## src/rtl/vector_fetch_sequencer_if.sv

```systemverilog
// Bus bundle between the vector fetch sequencer, interrupt/reset control,
// the external data bus and the PC register.
interface vector_fetch_sequencer_if;
  logic       req_reset;
  logic       req_nmi;
  logic       req_irq;
  logic       ready;
  logic [7:0] data_in;
  logic [7:0] address_lowbyte;
  logic [7:0] address_highbyte;
  logic       read_enable;
  logic [7:0] pc_lowbyte;
  logic [7:0] pc_highbyte;
  logic       pc_load;
  logic       busy;
  logic       set_interrupt_disable;

  // The sequencer is the bus master; the surrounding control/memory is the slave.
  modport master (
    input  req_reset, req_nmi, req_irq, ready, data_in,
    output address_lowbyte, address_highbyte, read_enable,
           pc_lowbyte, pc_highbyte, pc_load, busy, set_interrupt_disable
  );

  modport slave (
    output req_reset, req_nmi, req_irq, ready, data_in,
    input  address_lowbyte, address_highbyte, read_enable,
           pc_lowbyte, pc_highbyte, pc_load, busy, set_interrupt_disable
  );
endinterface

```

## src/rtl/vector_fetch_sequencer.sv

```systemverilog
// Fetches a 16-bit RESET/NMI/IRQ vector as two byte reads and strobes it
// into the program counter.
module vector_fetch_sequencer #(
  parameter logic [15:0] RESET_VECTOR = 16'hFFFC,
  parameter logic [15:0] NMI_VECTOR   = 16'hFFFA,
  parameter logic [15:0] IRQ_VECTOR   = 16'hFFFE
) (
  input  logic                           clk,
  input  logic                           rst,
  vector_fetch_sequencer_if.master       bus
);

  typedef enum logic [1:0] {
    IDLE       = 2'd0,
    FETCH_LOW  = 2'd1,
    FETCH_HIGH = 2'd2,
    LOAD       = 2'd3
  } state_t;

  state_t      state_q, state_d;
  logic [15:0] base_q, base_d;
  logic        reset_fetch_q, reset_fetch_d;
  logic        nmi_pending_q, nmi_pending_d;
  logic [7:0]  low_q, low_d;
  logic [7:0]  high_q, high_d;
  logic [15:0] fetch_addr;

  always_ff @(posedge clk) begin
    if (rst) begin
      state_q       <= IDLE;
      base_q        <= '0;
      reset_fetch_q <= 1'b0;
      nmi_pending_q <= 1'b0;
      low_q         <= '0;
      high_q        <= '0;
    end else begin
      state_q       <= state_d;
      base_q        <= base_d;
      reset_fetch_q <= reset_fetch_d;
      nmi_pending_q <= nmi_pending_d;
      low_q         <= low_d;
      high_q        <= high_d;
    end
  end

  always_comb begin
    state_d       = state_q;
    base_d        = base_q;
    reset_fetch_d = reset_fetch_q;
    // Any NMI pulse not accepted this cycle is remembered for the next IDLE.
    nmi_pending_d = nmi_pending_q | bus.req_nmi;
    low_d         = low_q;
    high_d        = high_q;

    unique case (state_q)
      IDLE: begin
        if (bus.req_reset) begin
          base_d        = RESET_VECTOR;
          reset_fetch_d = 1'b1;
          state_d       = FETCH_LOW;
        end else if (bus.req_nmi || nmi_pending_q) begin
          base_d        = NMI_VECTOR;
          reset_fetch_d = 1'b0;
          nmi_pending_d = 1'b0;
          state_d       = FETCH_LOW;
        end else if (bus.req_irq) begin
          base_d        = IRQ_VECTOR;
          reset_fetch_d = 1'b0;
          state_d       = FETCH_LOW;
        end
      end
      FETCH_LOW, FETCH_HIGH: begin
        // A reset request restarts a non-reset fetch; bytes already read are simply overwritten.
        if (bus.req_reset && !reset_fetch_q) begin
          base_d        = RESET_VECTOR;
          reset_fetch_d = 1'b1;
          state_d       = FETCH_LOW;
        end else if (bus.ready) begin
          if (state_q == FETCH_LOW) begin
            low_d   = bus.data_in;
            state_d = FETCH_HIGH;
          end else begin
            high_d  = bus.data_in;
            state_d = LOAD;
          end
        end
      end
      LOAD: state_d = IDLE;
      default: state_d = IDLE;
    endcase
  end

  always_comb begin
    fetch_addr                = (state_q == FETCH_HIGH) ? base_q + 16'd1 : base_q;
    bus.read_enable           = (state_q == FETCH_LOW) || (state_q == FETCH_HIGH);
    bus.address_lowbyte       = bus.read_enable ? fetch_addr[7:0]  : '0;
    bus.address_highbyte      = bus.read_enable ? fetch_addr[15:8] : '0;
    bus.pc_lowbyte            = low_q;
    bus.pc_highbyte           = high_q;
    bus.pc_load               = (state_q == LOAD);
    bus.set_interrupt_disable = (state_q == LOAD);
    bus.busy                  = (state_q != IDLE);
  end

endmodule

```

## src/flat_wrapper.sv

```systemverilog
// flat-port wrapper written by rule: the top's interface ports become plain ports
module vector_fetch_sequencer_flat 
#(
  parameter logic [15:0] RESET_VECTOR = 16'hFFFC,
  parameter logic [15:0] NMI_VECTOR   = 16'hFFFA,
  parameter logic [15:0] IRQ_VECTOR   = 16'hFFFE
)
  (clk, rst, bus_req_reset, bus_req_nmi, bus_req_irq, bus_ready, bus_data_in, bus_address_lowbyte, bus_address_highbyte, bus_read_enable, bus_pc_lowbyte, bus_pc_highbyte, bus_pc_load, bus_busy, bus_set_interrupt_disable);
  vector_fetch_sequencer_if bus_i ();
  input  logic clk;
  input  logic rst;
  input wire logic [$bits(bus_i.req_reset)-1:0] bus_req_reset;
  input wire logic [$bits(bus_i.req_nmi)-1:0] bus_req_nmi;
  input wire logic [$bits(bus_i.req_irq)-1:0] bus_req_irq;
  input wire logic [$bits(bus_i.ready)-1:0] bus_ready;
  input wire logic [$bits(bus_i.data_in)-1:0] bus_data_in;
  output wire logic [$bits(bus_i.address_lowbyte)-1:0] bus_address_lowbyte;
  output wire logic [$bits(bus_i.address_highbyte)-1:0] bus_address_highbyte;
  output wire logic [$bits(bus_i.read_enable)-1:0] bus_read_enable;
  output wire logic [$bits(bus_i.pc_lowbyte)-1:0] bus_pc_lowbyte;
  output wire logic [$bits(bus_i.pc_highbyte)-1:0] bus_pc_highbyte;
  output wire logic [$bits(bus_i.pc_load)-1:0] bus_pc_load;
  output wire logic [$bits(bus_i.busy)-1:0] bus_busy;
  output wire logic [$bits(bus_i.set_interrupt_disable)-1:0] bus_set_interrupt_disable;
  assign bus_i.req_reset = bus_req_reset;
  assign bus_i.req_nmi = bus_req_nmi;
  assign bus_i.req_irq = bus_req_irq;
  assign bus_i.ready = bus_ready;
  assign bus_i.data_in = bus_data_in;
  assign bus_address_lowbyte = bus_i.address_lowbyte;
  assign bus_address_highbyte = bus_i.address_highbyte;
  assign bus_read_enable = bus_i.read_enable;
  assign bus_pc_lowbyte = bus_i.pc_lowbyte;
  assign bus_pc_highbyte = bus_i.pc_highbyte;
  assign bus_pc_load = bus_i.pc_load;
  assign bus_busy = bus_i.busy;
  assign bus_set_interrupt_disable = bus_i.set_interrupt_disable;
  vector_fetch_sequencer #(.RESET_VECTOR(RESET_VECTOR), .NMI_VECTOR(NMI_VECTOR), .IRQ_VECTOR(IRQ_VECTOR)) u_core (.clk(clk), .rst(rst), .bus(bus_i));
endmodule
```

## config.mk

```make
export PLATFORM = sky130hd
export DESIGN_NAME = vector_fetch_sequencer_flat
export DESIGN_NICKNAME = d
export VERILOG_FILES = /design/src/rtl/vector_fetch_sequencer_if.sv /design/src/rtl/vector_fetch_sequencer.sv /design/src/flat_wrapper.sv
export SDC_FILE = /design/constraint.sdc
export NUM_CORES = 1
export LEC_CHECK = 0
export CAP_MARGIN = 30
export CORE_UTILIZATION = 41
export CTS_CLUSTER_DIAMETER = 120
export DETAILED_ROUTE_END_ITERATION = 7
export GPL_TIMING_DRIVEN = 0
export PLACE_DENSITY = 0.77
export SLEW_MARGIN = 20
export SYNTH_ARGS = -nofsm -noshare
export SYNTH_HDL_FRONTEND = slang
export SYNTH_SLANG_ARGS = --single-unit
```

## constraint.sdc

```tcl
create_clock -name clk -period 2.3 [get_ports clk]
set_input_delay 0.345 -clock clk [delete_from_list [all_inputs] [get_ports clk]]
set_output_delay 0.345 -clock clk [all_outputs]
set_load 0.05 [all_outputs]
```

# Word level (Yosys, flattened, before mapping)
# Cells that the tools add are included.
# word_totals
reg_bits	36
in_bits	14
wordCells	51
output_inout_bits	36
# classes
muxes	23
add_sub_neg	1
n_eq_ne	6
bitwise	3
n_reduce_logical	12
# ops
cell	count
16-bit two-way mux	5
16-bit one-hot mux with 2 select lines	1
16-bit by 1-bit adder with 16-bit output (second input constant)	1
8-bit two-way mux	2
2-bit two-way mux	5
1-bit two-way mux	8
4-bit AND reduction	2
2-bit one-hot mux with 3 select lines	1
2-bit == test (second input constant)	2
4-bit by 3-bit != test with 1-bit output (second input constant)	1
2-bit nonzero test	2
3-bit by 2-bit != test with 1-bit output (second input constant)	1
3-bit AND reduction	1
2-bit by 1-bit == test with 1-bit output (second input constant)	1
2-bit zero test	1
1-bit logical OR	2
2-bit by 1-bit != test with 1-bit output (second input constant)	1
1-bit inverter	2
1-bit one-hot mux with 2 select lines	1
2-bit AND reduction	1
2-bit OR reduction	1
1-bit logical AND	1
1-bit zero test	1
1-bit bitwise OR	1

# Depth between registers and ports, before layout
# Gate-level depths: netlist of the first run.
# logic_depth
word_depth	5
depth_mapped	7
ltp_nobuf	5

# Worst setup path before layout of the first run
# No wires, ideal clock.
# synth_timing
path_type	reg2out
from	reg u_core.state_q[0]
to	out bus_address_highbyte[1]
slack_ps	-1011
arrival_ps	2966
stages_incl_launch_ff	8
n_path_buf	3
required_time_ps	1955
path_cell_list	dfxtp_1 > inv_1 > ha_1 > clkbuf_1 > inv_1 > clkbuf_1 > nor2_1 > buf_4
# synth_between
elab_chain_cells	3
word_cells_on_any_way	5
cone_classes	2 x eq/ne; 2 x mux; 1 x reduce/logical
# synth_rtl
element	line	source
start: declaration	vector_fetch_sequencer.sv:20	state_t state_q, state_d;
start signal: assignment	vector_fetch_sequencer.sv:37	state_q <= state_d;
2-bit by 1-bit == test with 1-bit output or 2-bit == test (tied branches)	vector_fetch_sequencer.sv:95	bus.read_enable = (state_q == FETCH_LOW) || (state_q == FETCH_HIGH);
1-bit logical OR *	vector_fetch_sequencer.sv:95	
via bus_read_enable	flat_wrapper.sv:19	output wire logic [$bits(bus_i.read_enable)-1:0] bus_read_enable;
8-bit two-way mux *	vector_fetch_sequencer.sv:97	bus.address_highbyte = bus.read_enable ? fetch_addr[15:8] : '0;
end: declaration	flat_wrapper.sv:18	output wire logic [$bits(bus_i.address_highbyte)-1:0] bus_address_highbyte;
# The timed path passes the listed nets; every way through them passes the cells marked *.

# Worst setup path in the final report of the first run
# layout_timing
from	reg u_core.state_q[0]
to	out bus_read_enable
# layout_between
elab_chain_cells	2
word_cells_on_any_way	3
cone_classes	2 x eq/ne; 1 x reduce/logical
# layout_rtl
element	line
2-bit by 1-bit == test with 1-bit output or 2-bit == test (tied branches)	vector_fetch_sequencer.sv:95
1-bit logical OR *	vector_fetch_sequencer.sv:95
end: declaration	flat_wrapper.sv:19
# Mark *: on every way between the ends. The rest lies on a longest branch, timed or not.

==> results.md, run 1 <==
• outcome: finished, final reports clean
• post-synthesis share of cell area spent on full adders, half adders and majority gates: 5.19%
• Most Used Layer, Global Route: met2
• area of the die: 3160 sq um
• via count: 1230
• Crit path required time: 1.96 ns
• clk_lat worst skew: 0.31 ns
• Floorplan Core Area: 2780 sq um
• count of final setup violators: 0
• via density per instance: 5.32
• P_leak: 0.765 nW
• placed inst area: 1810 sq um
• area of all placed cells without fillers: 1950 sq um
• kind of end point of the critical path: output pin
• Placer Congestion: 0.793
• Slew Viols, Final: 0
• number of library cell types mapped by synthesis: 29
• simple-gate portion of the synthesized area: 17.9%
• VDD IR-drop max: 0.653 mV
• M1 GR Usage: 25.8%
• Setup Crit Path Kind: flip-flop to output pin
• transition time at the pin with the least slew margin: 0.508 ns
• number of buffers added by the clock tree synthesis step: 3
• CTS Sinks: 23
• routed wire length: 3270 um
• global router's overall resource usage: 20.8%
• met2 Resource Use GR: 35.9%
• r2r worst-path depth: 5
• number of instances in the synthesized netlist: 141
• post-detailed-placement half-perimeter wirelength: 2350 um
• count of endpoints failing hold in the final timing report: 0
• largest fanout on the critical path: 10
• global routing met3 resource utilization: 3.72%
• share of synthesized registers carrying an async set or reset: 0%
• post-synthesis mux area share: 2.90%
• port bufs: 48
• x dimension of the die: 56.2 um
• initial cell density of the core: 43.4%
• Worst Hold Launch: u_core.base_q[2]
• Worst EP arrival: 1.89 ns
• fraction of the cycle the final worst path needs: 97.0%
• via count of the first global-routing pass: 1100
• maximum number of pins on one net before global-route repair: 14
• maximum clock path buffer count: 2
• register area share after synthesis: 38.2%
• Maximum Capacitance Violations: 0
• Layout area overhead: 61.5%
• Slew headroom: 66.0%
• number of antenna violations at the first check in global routing: 0
• Top FF cell, synth: sky130_fd_sc_hd__dfxtp_1
• post-synthesis instance area: 1210 sq um
• clock-pin slew on the worst setup and hold paths: 0.12 ns
• final design utilization: 70.0%
• clock tree from TritonCTS: built
• Max Fclk: 448 MHz
• Routed wire per std cell: 14.2 um
• start of the worst register-to-register path: u_core.state_q[0]
• number of nets in the synthesized netlist: 160
• worst hold slack: 0.480 ns
• Detailed Route Iter0 Violations: 40
• worst hold path cell count: 2
• most common cell after layout, fill and taps aside: sky130_fd_sc_hd__clkdlybuf4s50_1
• Hold Path End: u_core.base_q[2]
• root buffer cell: sky130_fd_sc_hd__clkbuf_4
• total power density per cell area: 911 nW/um^2
• worst reg-to-reg setup slack: 0.55 ns
• count of pins on the block boundary: 50
• fraction of layout cells with a size suffix above 1: 26.0%
• count of inserted antenna diode cells: 0
• number of enable flip-flop cells after synthesis: 0
• area fraction in compound gates after synthesis: 21.6%
• syn_area_per_cell: 8.55 sq um
• Net count, final: 220
• height of the die: 56.2 um
• Yosys Warn Count: 0
• final critical path time including I/O delays and setup: 2.23 ns
• Worst Clk Skew: 0.0100 ns
• standard-cell rows: 19
• crit path launch type: flip-flop
• wire length of the first global-routing pass: 5220 um
• Initial DRT Pass Iterations: 4
• DRC violations left: 0
• Seq cells post-synth: 23
• commonest non-fill, non-tap cells in the layout: 33 x sky130_fd_sc_hd__clkdlybuf4s50_1, 21 x sky130_fd_sc_hd__dfxtp_1, 19 x sky130_fd_sc_hd__buf_6
• total power: 0.00178 W
• total overflow reported by the global router: 0
• type of the tightest min-delay check: flip-flop to flip-flop
• area share of xor/xnor cells in the synthesized design: 0%
• Detail Route Antenna Nets: 0
• Setup TNS: 0 ns
• H-tree depth reported by CTS: 1
• Crit Reg-Reg Endpoint: u_core.base_q[1]
• largest family of logic cells by synthesized area: compound AO/OA/AOI/OAI gates
==> worst max-delay path by stage <==
stage | start | to | slack, ns
after global placement | u_core.state_q[0] | bus_address_highbyte[7] | -0.44
after floorplan | u_core.state_q[0] | bus_address_highbyte[1] | 0.008
final | u_core.state_q[0] | bus_read_enable | 0.07
after global routing | u_core.state_q[0] | bus_address_highbyte[1] | -0.01
after CTS | u_core.state_q[0] | bus_address_highbyte[2] | 0.01
after detailed placement | u_core.state_q[0] | bus_address_highbyte[2] | -0.51
==> cells by family (layout without fill, tap and decap cells) <==
logic type                 count (synthesis)  in the layout
AOI/OAI and AO/OA                         41             41
DFF                                       23             23
buffers and inverters                     32             91
muxes                                      3              3
adders and majority gates                  5              5
and+or+nand+nor                           37             37
==> per-layer routing <==
| layer | vias up | routed length [um] |
|---|---|---|
| met5 | - | 0 |
| met4 | 0 | 51 |
| met3 | 6 | 242 |
| met2 | 50 | 1600 |
| met1 | 568 | 1370 |
| li1 | 606 | - |
==> Yosys cell counts, types with 2 or more instances <==
| library cell | number | share of area, % |
|---|---|---|
| sky130_fd_sc_hd__and2_1 | 2 | 1.0 |
| sky130_fd_sc_hd__nand3_1 | 8 | 3.3 |
| sky130_fd_sc_hd__o21ai_0 | 9 | 3.7 |
| sky130_fd_sc_hd__nand2b_1 | 4 | 2.1 |
| sky130_fd_sc_hd__ha_1 | 5 | 5.2 |
| sky130_fd_sc_hd__buf_4 | 13 | 8.1 |
| sky130_fd_sc_hd__inv_1 | 6 | 1.9 |
| sky130_fd_sc_hd__nor3_1 | 2 | 0.83 |
| sky130_fd_sc_hd__clkbuf_1 | 9 | 2.8 |
| sky130_fd_sc_hd__o31ai_1 | 8 | 5.0 |
| sky130_fd_sc_hd__buf_2 | 2 | 0.83 |
| sky130_fd_sc_hd__a211oi_1 | 2 | 1.2 |
| sky130_fd_sc_hd__nor2b_1 | 5 | 2.6 |
| sky130_fd_sc_hd__a21oi_1 | 17 | 7.1 |
| sky130_fd_sc_hd__nor2_1 | 4 | 1.2 |
| sky130_fd_sc_hd__dfxtp_1 | 23 | 38 |
| sky130_fd_sc_hd__buf_1 | 2 | 0.62 |
| sky130_fd_sc_hd__mux2i_1 | 2 | 1.7 |
| sky130_fd_sc_hd__nand4_1 | 8 | 4.1 |
==> report_power, final <==
part	internal (W)	leakage, nW	total (W)	switching (W)
clock	0.0000650	0.0177	0.000190	0.000125
sequential	0.000449	0.189	0.000475	0.0000256
combinational	0.000467	0.558	0.00111	0.000643
==> what timing repair did <==
item / in CTS / in global routing
pin swaps: 1 / 1
buffers inserted: 4 / 3
hold buffers: 0 / 0
setup endpoints to repair: 15 / 15
resized for setup: 97 / 7
cloned: 0 / 1
==> worst max-delay path: stages, from the launching register on <==
cell and delay (ns):
sky130_fd_sc_hd__dfxtp_4 0.37, sky130_fd_sc_hd__inv_1 0.07, sky130_fd_sc_hd__ha_4 0.33, sky130_fd_sc_hd__clkdlybuf4s50_1 0.81
==> per-stage QoR <==
stage | cells | setup slack (ns)
after floorplan | 141 | 0.00784
after global placement | 220 | -0.437
after detailed placement | 220 | -0.505
after CTS | 228 | 0.0134
after global routing | 231 | -0.00995
final | 231 | 0.0688
==> layout make-up <==
cell class | count | area [sq um]
fill | 243 | 833
timing repair buffer | 56 | 601
multi-input combinational | 86 | 594
sequential | 23 | 465
buffer | 25 | 199
tap | 31 | 38.8
clock buffer | 3 | 22.5
inverter | 6 | 22.5
clock inverter | 1 | 5.00
==> flip-flops by register name, indices dropped and copies added, names as in the netlist <==
| signal | cells |
|---|---|
| u_core.bus.pc_lowbyte | 8 |
| u_core.bus.pc_highbyte | 8 |
| u_core.base_q | 3 |
| u_core.reset_fetch_q | 1 |
| u_core.nmi_pending_q | 1 |
| u_core.state_q | 2 |
No activity file was read; power rests on OpenSTA's default activity.
==> run 2, diff against run 1 <==
Settings changed: CORE_MARGIN from default to 2.
==> run 2 against run 1 <==
Against the previous run: die area is 7.2% higher; utilization increased by 0.13 points; wire length shrank 0.40%; first-iteration DRC count shrank 5.0%; non-clock buffer count down 1; cell count decreased by 0.43%; clock power grew 3%; register-to-register slack barely moved; worst hold slack got worse by 0.0042 ns; maximum frequency shrank 0.24%; critical endpoint is now bus_address_highbyte[5]; largest cell class unchanged; largest power group unchanged.
==> results.md, run 2 (same netlist as run 1, synthesis figures left out) <==
• maximum number of pins on one net before global-route repair: 14, unchanged
• kind of end point of the critical path: output pin, unchanged
• fraction of layout cells with a size suffix above 1: 25.6%, was 26.0%
• via count: 1242, was 1230
• Slew Viols, Final: 0, unchanged
• number of hold buffers added after CTS: 0, unchanged
• total power density per cell area: 914 nW/um^2, was 911 nW/um^2
• height of the die: 58.2 um, was 56.2 um
• root buffer cell: sky130_fd_sc_hd__clkbuf_4, unchanged
• standard-cell rows: 19, unchanged
• critical path's top delay family: buffers and inverters, unchanged
• count of inserted antenna diode cells: 0, unchanged
• final design utilization: 70.2%, was 70.0%
• via count of the first global-routing pass: 1120, was 1100
• Layout area overhead: 61.8%, was 61.5%
• cell at the slowest stage of the critical path: sky130_fd_sc_hd__dfxtp_4, was sky130_fd_sc_hd__clkdlybuf4s50_1
• Placer Congestion: 0.791, was 0.793
• P_leak: 0.763 nW, was 0.765 nW
• Routed wire per std cell: 14.2 um, about the same
• Crit path required time: 1.96 ns, about the same
• VDD IR-drop max: 0.642 mV, was 0.653 mV
• post-detailed-placement half-perimeter wirelength: 2400 um, was 2350 um
• total overflow reported by the global router: 0, unchanged
• fraction of the cycle the final worst path needs: 97.2%, was 97.0%
• total power: 0.00178 W, about the same
• Net count, final: 219, was 220
• CTS Sinks: 23, unchanged
• type of the tightest min-delay check: flip-flop to flip-flop, unchanged
• number of buffers added by the clock tree synthesis step: 3, unchanged
• count of endpoints failing hold in the final timing report: 0, unchanged
• Max Fclk: 447 MHz, was 448 MHz
• area of the die: 3390 sq um, was 3160 sq um
• Detailed Route Iter0 Violations: 38, was 40
• Floorplan Core Area: 2780 sq um, unchanged
• Slew headroom: 64.8%, was 66.0%
• final critical path time including I/O delays and setup: 2.24 ns, was 2.23 ns
• transition time at the pin with the least slew margin: 0.526 ns, was 0.508 ns
• H-tree depth reported by CTS: 1, unchanged
• Setup Crit Path Kind: flip-flop to output pin, unchanged
• crit path launch type: flip-flop, unchanged
• number of antenna violations at the first check in global routing: 0, unchanged
• maximum clock path buffer count: 2, unchanged
• clk_lat worst skew: 0.31 ns, about the same
• CP Depth: 9, was 3
• x dimension of the die: 58.2 um, was 56.2 um
• global router's overall resource usage: 19.4%, was 20.8%
• largest fanout on the critical path: 9, was 10
• commonest non-fill, non-tap cells in the layout: 33 x sky130_fd_sc_hd__clkdlybuf4s50_1, 21 x sky130_fd_sc_hd__dfxtp_1, 20 x sky130_fd_sc_hd__buf_6, was 33 x sky130_fd_sc_hd__clkdlybuf4s50_1, 21 x sky130_fd_sc_hd__dfxtp_1, 19 x sky130_fd_sc_hd__buf_6
• maximum cell stage delay along the critical path: 0.37 ns, was 0.81 ns
• worst reg-to-reg setup slack: 0.54 ns, was 0.55 ns
• routed wire length: 3260 um, was 3270 um
• via density per instance: 5.40, was 5.32
• DRC violations left: 0, unchanged
• clock-pin slew on the worst setup and hold paths: 0.14 ns, was 0.12 ns
• Worst Clk Skew: 0.00234 ns, was 0.0100 ns
• clock tree from TritonCTS: built, unchanged
• count of pins on the block boundary: 50, unchanged
• Maximum Capacitance Violations: 0, unchanged
• worst setup path endpoint: bus_address_highbyte[5], was bus_read_enable
• count of final setup violators: 0, unchanged
• start point of the critical path: u_core.state_q[0], unchanged
• Worst EP arrival: 1.89 ns, about the same
• Detail Route Antenna Nets: 0, unchanged
• r2r worst-path depth: 5, unchanged
• port bufs: 48, unchanged
• outcome: finished, final reports clean, unchanged
• chain of cells forming the critical path: inv_1 -> ha_4 -> buf_8 -> inv_1 -> buf_6 -> nor2_4 -> clkbuf_16 -> buf_6 -> buf_8, was inv_1 -> ha_4 -> clkdlybuf4s50_1
• initial cell density of the core: 43.4%, unchanged
• Initial DRT Pass Iterations: 4, unchanged
• critical path buffer and inverter count: 7, was 2
• most common cell after layout, fill and taps aside: sky130_fd_sc_hd__clkdlybuf4s50_1, unchanged
• Crit Reg-Reg Endpoint: u_core.base_q[1], unchanged
• start of the worst register-to-register path: u_core.state_q[0], unchanged
• wire length of the first global-routing pass: 5170 um, was 5220 um
-- run 2: power breakdown --
part	internal, W	switching [W]
registers	0.000449	0.0000250
logic	0.000470	0.000644
clock network	0.0000651	0.000131
total	0.000984	0.000800
-- run 2: worst min path at each step --
| stage | startpoint | cells past startpoint | slack [ns] | end |
|---|---|---|---|---|
| 6_report | u_core.base_q[2] | 2 | 0.48 | u_core.base_q[2] |
| 5_1_grt | u_core.bus.pc_highbyte[3] | 2 | 0.51 | u_core.bus.pc_highbyte[3] |
| 4_1_cts | u_core.base_q[2] | 2 | 0.47 | u_core.base_q[2] |
| 3_5_place_dp | u_core.base_q[2] | 2 | 0.45 | u_core.base_q[2] |
| 3_3_place_gp | u_core.base_q[2] | 2 | 0.45 | u_core.base_q[2] |
| 2_1_floorplan | u_core.base_q[2] | 2 | 0.44 | u_core.base_q[2] |
-- run 2: worst reg2reg max path: stages, from the launching register on --
cell and delay, ns:
sky130_fd_sc_hd__dfxtp_4 0.37, sky130_fd_sc_hd__inv_1 0.10, sky130_fd_sc_hd__ha_4 0.14, sky130_fd_sc_hd__or4b_4 0.50, sky130_fd_sc_hd__o22ai_4 0.23, sky130_fd_sc_hd__mux2_4 0.32
-- run 2: what timing repair did --
action | 4_1_cts | 5_1_grt
endpoints found under the hold margin | 0 | 0
cloned | 0 | 1
pin swaps | 1 | 1
gates resized for setup | 91 | 16
buffers inserted | 3 | 2
endpoints found under the setup margin | 15 | 15
-- run 2: stage by stage --
stage / hold WS (ns) / setup TNS (ns) / setup WS [ns] / cell area (sq um) / instances
global placement: 0.450 / -5.86 / -0.438 / 1810 / 220
detailed placement: 0.455 / -6.60 / -0.496 / 1810 / 220
global route: 0.511 / -0.0368 / -0.00924 / 1950 / 230
CTS: 0.474 / 0 / 0.0000882 / 1860 / 227
finish: 0.476 / 0 / 0.0633 / 1950 / 230
floorplan: 0.441 / 0 / 0.00784 / 1290 / 141
-- run 2: cell type report --
type,count,area (sq um)
Timing Repair Buffer,54,589
Clock buffer,3,22.5
Buffer,26,214
Tap cell,31,38.8
Clock inverter,1,5.00
Inverter,6,22.5
Fill cell,226,830
Multi-Input combinational cell,86,594
Sequential cell,23,465
-- run 2: metal layers --
metal | up-vias | global-route usage (%) | share of wire (%)
met1 | 573 | 24.2 | 43
met4 | 0 | 5.32 | 0.71
met2 | 55 | 34.3 | 50
met5 | - | 0 | 0
met3 | 4 | 3.13 | 6.9
li1 | 610 | - | -
